**src/rtl/uart_pkg.sv**
```systemverilog
// Shared types and constants for the buffered UART transmitter.
// Line levels and the FSM state encoding live here.
package uart_pkg;

  typedef enum logic [2:0] {
    IDLE,
    START,
    DATA,
    PARITY,
    STOP
  } tx_state_e;

  localparam int   CLKS_PER_BIT_DEF = 87;
  localparam logic LINE_IDLE        = 1'b1;
  localparam logic START_BIT        = 1'b0;
  localparam logic STOP_BIT         = 1'b1;

endpackage

```
**src/rtl/byte_fifo.sv**
```systemverilog
// Synchronous byte FIFO with registered occupancy count.
// Pushes into a full FIFO and pops from an empty one are ignored.
module byte_fifo #(
  parameter int DEPTH = 4
) (
  input  logic                         clk,
  input  logic                         rst_n,
  input  logic                         push,
  input  logic [7:0]                   din,
  input  logic                         pop,
  output logic [7:0]                   dout,
  output logic                         full,
  output logic                         empty,
  output logic [$clog2(DEPTH+1)-1:0]   count
);

  localparam int AW = $clog2(DEPTH);
  localparam int CW = $clog2(DEPTH+1);

  logic [7:0]    mem_q [DEPTH];
  logic [AW-1:0] wr_q, wr_d;
  logic [AW-1:0] rd_q, rd_d;
  logic [CW-1:0] cnt_q, cnt_d;
  logic          do_push;
  logic          do_pop;

  assign full  = (cnt_q == CW'(DEPTH));
  assign empty = (cnt_q == '0);
  assign count = cnt_q;
  assign dout  = mem_q[rd_q];

  // Pointers wrap naturally because DEPTH is a power of two.
  always_comb begin
    do_push = push && !full;
    do_pop  = pop && !empty;
    wr_d    = do_push ? wr_q + AW'(1) : wr_q;
    rd_d    = do_pop ? rd_q + AW'(1) : rd_q;
    cnt_d   = cnt_q;
    if (do_push && !do_pop) begin
      cnt_d = cnt_q + CW'(1);
    end else if (!do_push && do_pop) begin
      cnt_d = cnt_q - CW'(1);
    end
  end

  always_ff @(posedge clk or negedge rst_n) begin
    if (!rst_n) begin
      wr_q  <= '0;
      rd_q  <= '0;
      cnt_q <= '0;
    end else begin
      wr_q  <= wr_d;
      rd_q  <= rd_d;
      cnt_q <= cnt_d;
    end
  end

  always_ff @(posedge clk) begin
    if (do_push) begin
      mem_q[wr_q] <= din;
    end
  end

endmodule

```
**src/rtl/uart_tx_buffered.sv**
```systemverilog
// Buffered 8N1 UART transmitter; define UART_TX_PARITY_EN for 8E1 framing.
// Line outputs are registered from the current state, one cycle behind it.
module uart_tx_buffered
  import uart_pkg::*;
#(
  parameter int CLKS_PER_BIT = CLKS_PER_BIT_DEF,
  parameter int FIFO_DEPTH   = 4
) (
  input  logic                              i_Clock,
  input  logic                              i_Reset_n,
  input  logic                              i_Tx_DV,
  input  logic [7:0]                        i_Tx_Byte,
  output logic                              o_Tx_Ready,
  output logic                              o_Tx_Serial,
  output logic                              o_Tx_Active,
  output logic                              o_Tx_Done,
  output logic [$clog2(FIFO_DEPTH+1)-1:0]   o_Fifo_Count
);

  localparam int            BW       = $clog2(CLKS_PER_BIT);
  localparam logic [BW-1:0] BAUD_MAX = BW'(CLKS_PER_BIT - 1);

  tx_state_e     state_q, state_d;
  logic [BW-1:0] baud_q, baud_d;
  logic [2:0]    bit_q, bit_d;
  logic [7:0]    shift_q, shift_d;
  logic          serial_q, serial_d;
  logic          active_q, active_d;
  logic          done_q, done_d;
  logic          push;
  logic          pop;
  logic          baud_last;
  logic [7:0]    fifo_dout;
  logic          fifo_full;
  logic          fifo_empty;

  assign o_Tx_Ready  = !fifo_full;
  assign push        = i_Tx_DV && o_Tx_Ready;
  assign baud_last   = (baud_q == BAUD_MAX);
  assign o_Tx_Serial = serial_q;
  assign o_Tx_Active = active_q;
  assign o_Tx_Done   = done_q;

  byte_fifo #(
    .DEPTH (FIFO_DEPTH)
  ) u_fifo (
    .clk   (i_Clock),
    .rst_n (i_Reset_n),
    .push  (push),
    .din   (i_Tx_Byte),
    .pop   (pop),
    .dout  (fifo_dout),
    .full  (fifo_full),
    .empty (fifo_empty),
    .count (o_Fifo_Count)
  );

  always_ff @(posedge i_Clock or negedge i_Reset_n) begin
    if (!i_Reset_n) begin
      state_q  <= IDLE;
      baud_q   <= '0;
      bit_q    <= '0;
      shift_q  <= '0;
      serial_q <= LINE_IDLE;
      active_q <= 1'b0;
      done_q   <= 1'b0;
    end else begin
      state_q  <= state_d;
      baud_q   <= baud_d;
      bit_q    <= bit_d;
      shift_q  <= shift_d;
      serial_q <= serial_d;
      active_q <= active_d;
      done_q   <= done_d;
    end
  end

  always_comb begin
    state_d = state_q;
    baud_d  = baud_q + BW'(1);
    bit_d   = bit_q;
    shift_d = shift_q;
    pop     = 1'b0;
    unique case (state_q)
      IDLE: begin
        baud_d = '0;
        bit_d  = '0;
        if (!fifo_empty) begin
          pop     = 1'b1;
          shift_d = fifo_dout;
          state_d = START;
        end
      end
      START: begin
        if (baud_last) begin
          baud_d  = '0;
          bit_d   = '0;
          state_d = DATA;
        end
      end
      DATA: begin
        if (baud_last) begin
          baud_d = '0;
          if (bit_q == 3'd7) begin
            bit_d = '0;
`ifdef UART_TX_PARITY_EN
            state_d = PARITY;
`else
            state_d = STOP;
`endif
          end else begin
            bit_d = bit_q + 3'd1;
          end
        end
      end
`ifdef UART_TX_PARITY_EN
      PARITY: begin
        if (baud_last) begin
          baud_d  = '0;
          state_d = STOP;
        end
      end
`endif
      STOP: begin
        if (baud_last) begin
          baud_d = '0;
          // Chain straight into the next start bit when more data waits.
          if (!fifo_empty) begin
            pop     = 1'b1;
            shift_d = fifo_dout;
            state_d = START;
          end else begin
            state_d = IDLE;
          end
        end
      end
      default: begin
        baud_d  = '0;
        state_d = IDLE;
      end
    endcase
  end

  always_comb begin
    serial_d = LINE_IDLE;
    active_d = (state_q != IDLE);
    done_d   = (state_q == STOP) && baud_last;
    unique case (state_q)
      START:   serial_d = START_BIT;
      DATA:    serial_d = shift_q[bit_q];
`ifdef UART_TX_PARITY_EN
      PARITY:  serial_d = ^shift_q;
`endif
      STOP:    serial_d = STOP_BIT;
      default: serial_d = LINE_IDLE;
    endcase
  end

endmodule

```
**config.mk**
```make
export PLATFORM = sky130hd
export DESIGN_NAME = uart_tx_buffered
export DESIGN_NICKNAME = d
export VERILOG_FILES = /design/src/rtl/uart_pkg.sv /design/src/rtl/byte_fifo.sv /design/src/rtl/uart_tx_buffered.sv
export SDC_FILE = /design/constraint.sdc
export NUM_CORES = 1
export LEC_CHECK = 0
export CAP_MARGIN = 5
export CORE_MARGIN = 8
export CORE_UTILIZATION = 55
export DETAILED_ROUTE_END_ITERATION = 8
export PLACE_DENSITY = 0.75
export SYNTH_ARGS = -nofsm -noshare
export SYNTH_HDL_FRONTEND = slang
export SYNTH_SLANG_ARGS = --single-unit
```
**constraint.sdc**
```tcl
create_clock -name i_Clock -period 6.5 [get_ports i_Clock]
set_input_delay 0.975 -clock i_Clock [delete_from_list [all_inputs] [get_ports i_Clock]]
set_output_delay 0.975 -clock i_Clock [all_outputs]
set_load 0.05 [all_outputs]
```
==> results.yml, run 1 <==
floorplanning:
  die_area_sq_um: 7450
  ios: 18
  core_region_area_sq_um: 4750
  die_x_um: 86.3
  start_util: 0.572
  num_rows: 25
  die_y_um: 86.3
setup_path:
  worst-path-buf-inv: 1
  crit_path_start_kind: "register"
  cp_max_fo: 6
  path_class: "reg2out"
  timing.rr.start: "baud_q[0]$_DFF_PN0_"
  cp-end-kind: "output port"
  worstPathCellList: "nor2_1 > nand2_1 > clkdlybuf4s50_1"
  startpoint: "u_fifo.count[0]$_DFFE_PN0P_"
  critical-path-top-delay-family: "buffers and inverters"
  critPathRequiredTime_ns: 5.52
  cp.arrival_ns: 1.80
  reg2reg_setup_slack_ns: 3.75
  reg2reg_depth: 11
  slowest_stage: "clkdlybuf4s50_1"
  r2r_end: "u_fifo.count[2]$_DFFE_PN0P_"
  cpPeakStageDelay_ns: 0.83
timing:
  rsz0062_at_grt: "false"
  clock.fmax_ghz: 0.360
  setup-violations-final: 0
  tns_ns: 0
  fin_crit_ns: 2.78
  period_share: 0.428
  fin_skew_ns: 0.00602
  finalHoldViolCount: 0
  slew_headroom: 0.618
  finalMaxSlewViolations: 0
  worst_pin_slew_ns: 0.570
pwr:
  vdd_drop_max_uv: 231
  p_leak_uw: 0.00124
  power_uw: 1010
  p_per_area_nw_per_um2: 324
cells_and_area:
  area_growth_pct: 14.9
  multi_input_area_sq_um: 906
  final_util: 0.657
  stdcell_count: 267
  ff_latch_area_sq_um: 1740
  nets: 216
  nFillCells: 353
  diodes: 0
  fin_area_sq_um: 3120
  drive_above_1_share: 0.185
detailed_routing:
  drt-total-wl_um: 4410
  drtPass1Iterations: 4
  wl_per_cell_um: 16.5
  ant_nets: 0
  num_vias: 1448
  drt-vias-per-instance: 5.42
  initialDrtViolationCount: 65
  drc: 0
worst_hold_path:
  min_from: "baud_q[0]$_DFF_PN0_"
  min_to: "baud_q[0]$_DFF_PN0_"
  whs_path_depth: 1
  hp-class: "reg2reg"
synth:
  synth-simple-area-share: 0.0631
  synth-edff-count: 32
  synth_nets: 194
  synthXorXnorAreaFrac: 0.0387
  ys_seq_area_frac: 0.640
  synth_area_sq_um: 2720
  yosysWarnings: 0
  synth-compound-area-share: 0.0410
  synth_mux_area_frac: 0.142
  synth_seq_cells: 63
  avgSynthCellArea_sq_um: 15.7
  synthAdderAreaFrac: 0.0488
  synth_cell_types: 36
  async_reset_ff_frac: 0.492
  syn_inst: 173
  ys.flop_type: "edfxtp_1"
  synth_top_family_by_area: "multiplexers"
clocking:
  cts_tree: "done"
  cts.htree.levels: 3
  ctsResizeCount: 0
  clock-sinks: 63
  clk_path_buf_depth: 2
  cts_made_buffers: 9
  cts_setup_buffers: 0
  clk_pin_slew_ns: 0.06
  insertion_delay_ns: 0.33
  clock-root-buffer: "clkbuf_8"
  cts_hold_buf: 0
global_routing:
  grtUsageTotal: 0.133
  grt_first_pass_wirelength_um: 7330
  grt-ovfl-total: 0
  first_global_vias: 1530
  antenna_found_initial: 0
  grt_max_degree: 32
placed_design:
  dp_cells: 251
  gp_congestion: 0.789
  dp_hpwl_um: 3170
  place_area_sq_um: 2940
  io_buffers: 17
flow_run:
  max_cap_violations: 0
status:
  status: "finished, final reports clean"
==> layout by cell type, fill, tap and decap left out, drive strengths merged <==
| cell type | n |
|---|---|
| a211o | 1 |
| a21o | 1 |
| a21oi | 2 |
| a22oi | 1 |
| a32o | 3 |
| a32oi | 1 |
| and2 | 1 |
| and3 | 5 |
| buf | 1 |
| bufinv | 1 |
| clkbuf | 9 |
| clkdlybuf4s50 | 17 |
| clkinv | 4 |
| clkinvlp | 2 |
| dfrtp | 30 |
| dfstp | 1 |
| edfxtp | 32 |
| fa | 1 |
| ha | 9 |
| inv | 8 |
| mux2 | 10 |
| mux2i | 4 |
| mux4 | 9 |
| nand2 | 6 |
| nand2b | 1 |
| nand3 | 3 |
| nand4b | 1 |
| nor2 | 15 |
| nor2b | 1 |
| nor4 | 1 |
| o211ai | 3 |
| o31ai | 2 |
| or2 | 1 |
| or3 | 1 |
| xnor2 | 8 |
| xor2 | 4 |
==> kinds of logic after synthesis <==
group / after synthesis
multiplexers: 23
buffers and inverters: 15
AND/OR/NAND/NOR: 36
flip-flops: 63
XOR/XNOR: 12
adder cells (fa/ha/maj): 10
AO/OA/AOI/OAI: 14
==> cell usage after synthesis, types with 2 or more instances <==
cell type   n  area share
xnor2_1     8       0.026
nand3_1     3      0.0055
mux4_2      9       0.075
o211ai_1    3      0.0083
inv_1       8       0.011
ha_1        9       0.041
buf_6       2      0.0083
edfxtp_1   32        0.35
mux2i_1     4       0.015
nand2_1     6      0.0083
xor2_1      4       0.013
a21oi_1     2      0.0037
a32o_1      3       0.011
dfrtp_1    30        0.28
and3_1      5       0.012
mux2_4      8       0.044
clkbuf_1    2      0.0028
o31ai_1     2      0.0055
nor2_1     15       0.021
mux2_2      2      0.0083
==> metrics by stage <==
step	hold WS, ns	setup WS (ns)
2_1_floorplan	0.447	3.96
3_3_place_gp	0.458	3.70
3_5_place_dp	0.477	3.58
4_1_cts	0.486	3.69
5_1_grt	0.529	3.55
6_report	0.483	3.72
==> cell type report <==
type | instances | area share
sequential | 63 | 0.556
multi-input combinational | 95 | 0.290
timing repair buffer | 18 | 0.0569
clock buffer | 9 | 0.0397
tap | 67 | 0.0268
clock inverter | 7 | 0.0204
inverter | 8 | 0.00962
==> worst max path at each step <==
| stage | endpoint | slack [ns] | cells after the start |
|---|---|---|---|
| final | o_Tx_Ready | 3.72 | 3 |
| after floorplan | u_fifo.count[1]$_DFFE_PN0P_ | 3.96 | 6 |
| after global routing | u_fifo.count[2]$_DFFE_PN0P_ | 3.55 | 11 |
| after CTS | o_Tx_Ready | 3.69 | 3 |
| after global placement | u_fifo.count[2]$_DFFE_PN0P_ | 3.70 | 8 |
| after detailed placement | u_fifo.count[2]$_DFFE_PN0P_ | 3.58 | 8 |
==> state kept, by name (all words and copies together), names as in the netlist, 2 cells and up <==
| name | flops |
|---|---|
| state_q | 3 |
| u_fifo.count | 3 |
| baud_q | 7 |
| u_fifo.rd_q | 2 |
| shift_q | 8 |
| bit_q | 3 |
| u_fifo.mem_q | 32 |
| u_fifo.wr_q | 2 |
==> power breakdown <==
part	switching [uW]	leakage, uW	internal, uW
Clock	142	0.0000924	173
Sequential	29.7	0.000667	482
Combinational	112	0.000478	72.4
Total	283	0.00124	728
==> worst reg2reg max path, cell delays in order (launching register included) <==
cell	delay, ns
dfrtp_1	0.38
inv_1	0.06
ha_1	0.19
nand4b_1	0.13
or2_1	0.28
a21o_1	0.52
ha_1	0.28
inv_1	0.06
fa_1	0.37
xor2_1	0.15
nor2_1	0.12
xor2_1	0.15
==> per-layer routing <==
| metal | global-route usage | vias up | share of wire |
|---|---|---|---|
| li1 | - | 679 | - |
| met1 | 0.147 | 736 | 0.44 |
| met2 | 0.213 | 24 | 0.50 |
| met3 | 0.0397 | 9 | 0.029 |
| met4 | 0.0955 | 0 | 0.021 |
| met5 | 0 | - | 0 |
Power figures use the tool's default switching activity.
==> run 2: changes to the inputs <==
clock period = 2.59 ns   (was 6.5 ns; I/O delays follow)
==> results.yml, run 2 (same netlist as run 1, synthesis figures left out) <==
timing:
  worst_pin_slew_ns: 0.587
  tns_ns: 0
  clock.fmax_ghz: 0.437
  setup-violations-final: 0
  period_share: 0.884
  slew_headroom: 0.609
  setup_ws_ns: 0.299
  rsz0062_at_grt: "false"
  finalHoldViolCount: 0
  finalMaxSlewViolations: 0
  fin_crit_ns: 2.29
  fin_skew_ns: 0.00513
cells_and_area:
  top_regs: "u_fifo.mem_q (32), shift_q (8), baud_q (7)"
  layout_common_cells: "32 x edfxtp_1, 30 x dfrtp_1, 17 x clkdlybuf4s50_1"
  final_util: 0.667
  multi_input_area_sq_um: 906
  drive_above_1_share: 0.198
  nFillCells: 355
  stdcell_count: 269
  fin_area_sq_um: 3170
  area_growth_pct: 16.7
  ff_latch_area_sq_um: 1740
  nets: 218
  largest_register_ffs: 32
  top_register: "u_fifo.mem_q"
  diodes: 0
  final_common_cell: "edfxtp_1"
detailed_routing:
  drt-total-wl_um: 4290
  num_vias: 1438
  wl_per_cell_um: 15.9
  drtPass1Iterations: 4
  initialDrtViolationCount: 76
  drt-vias-per-instance: 5.35
  ant_nets: 0
  drc: 0
floorplanning:
  die_x_um: 86.3
  ios: 18
  die_y_um: 86.3
  core_region_area_sq_um: 4750
  num_rows: 25
  start_util: 0.572
  die_area_sq_um: 7450
clocking:
  insertion_delay_ns: 0.32
  cts_made_buffers: 9
  cts_setup_buffers: 0
  ctsResizeCount: 0
  clock-root-buffer: "clkbuf_8"
  cts_hold_buf: 0
  cts.htree.levels: 3
  cts_tree: "done"
  clock-sinks: 63
  clk_path_buf_depth: 2
  clk_pin_slew_ns: 0.07
setup_path:
  cp_max_fo: 4
  cp.arrival_ns: 2.50
  cp-end-kind: "register"
  timing.rr.start: "baud_q[0]$_DFF_PN0_"
  crit_path_start_kind: "register"
  startpoint: "baud_q[0]$_DFF_PN0_"
  reg2reg_setup_slack_ns: 0.30
  critPathRequiredTime_ns: 2.80
  path_class: "reg2reg"
global_routing:
  grt-ovfl-total: 0
  grt_first_pass_wirelength_um: 7130
  grt_max_degree: 32
  antenna_found_initial: 0
  first_global_vias: 1530
  grtUsageTotal: 0.125
placed_design:
  io_buffers: 17
  gp_congestion: 0.784
  place_area_sq_um: 2950
  dp_hpwl_um: 3020
  dp_cells: 253
  post-place-ws_ns: 0.273
flow_run:
  max_cap_violations: 0
pwr:
  p_per_area_nw_per_um2: 843
  vdd_drop_max_uv: 578
  p_leak_uw: 0.00126
status:
  status: "finished, final reports clean"
worst_hold_path:
  hp-class: "in2async"
run 2: cell types whose count changed in the layout (fill, tap and decap cells not counted):
cell       before  now
bufinv_16       1    2
buf_4           1    3
clkinv_4        0    2
clkinv_2        3    1
clkinv_1        1    0
run 2: worst paths after layout:
kind,endpoint,depth (start not counted)
min in group i_Clock,baud_q[0]$_DFF_PN0_,1
worst max-delay path,u_fifo.count[1]$_DFFE_PN0P_,9
max in group asynchronous,o_Tx_Serial$_DFF_PN1_,2
worst max register to register,u_fifo.count[1]$_DFFE_PN0P_,9
worst min-delay path,baud_q[4]$_DFF_PN0_,2
worst min register to register,baud_q[0]$_DFF_PN0_,1
run 2: area by class of cell:
class                   count  area share
flip-flops and latches     63       0.548
multi-input cells          95       0.286
repair buffers             20      0.0607
clock buffers               9      0.0391
clock inverters             7      0.0308
well taps                  67      0.0264
inverters                   8     0.00947
run 2: power breakdown:
part | switching, uW | internal [uW] | total [uW]
sequential | 72.3 | 1210 | 1280
clock | 389 | 543 | 932
combinational | 279 | 182 | 461
run 2: through the flow:
step,total power [uW],hold slack (ns)
after floorplan,1600,0.0929
after global placement,1750,0.458
after detailed placement,1770,0.501
after CTS,2700,0.451
after global routing,2800,0.463
final,2670,0.442
run 2: worst max-delay path, stage by stage (launching register included):
cell,delay [ns]
dfrtp_1,0.41
inv_1,0.07
ha_1,0.13
nand4b_1,0.14
or2_1,0.26
a21o_1,0.21
ha_1,0.22
inv_1,0.07
fa_1,0.40
mux2_2,0.26
run 2: per-layer routing:
metal	global-route usage	wire length [um]	share of wire	up-vias
met5	0	0	0	-
met4	0.0626	24	0.0056	0
met3	0.0340	133	0.031	2
met2	0.203	2250	0.53	23
met1	0.151	1880	0.44	730
li1	-	-	-	683
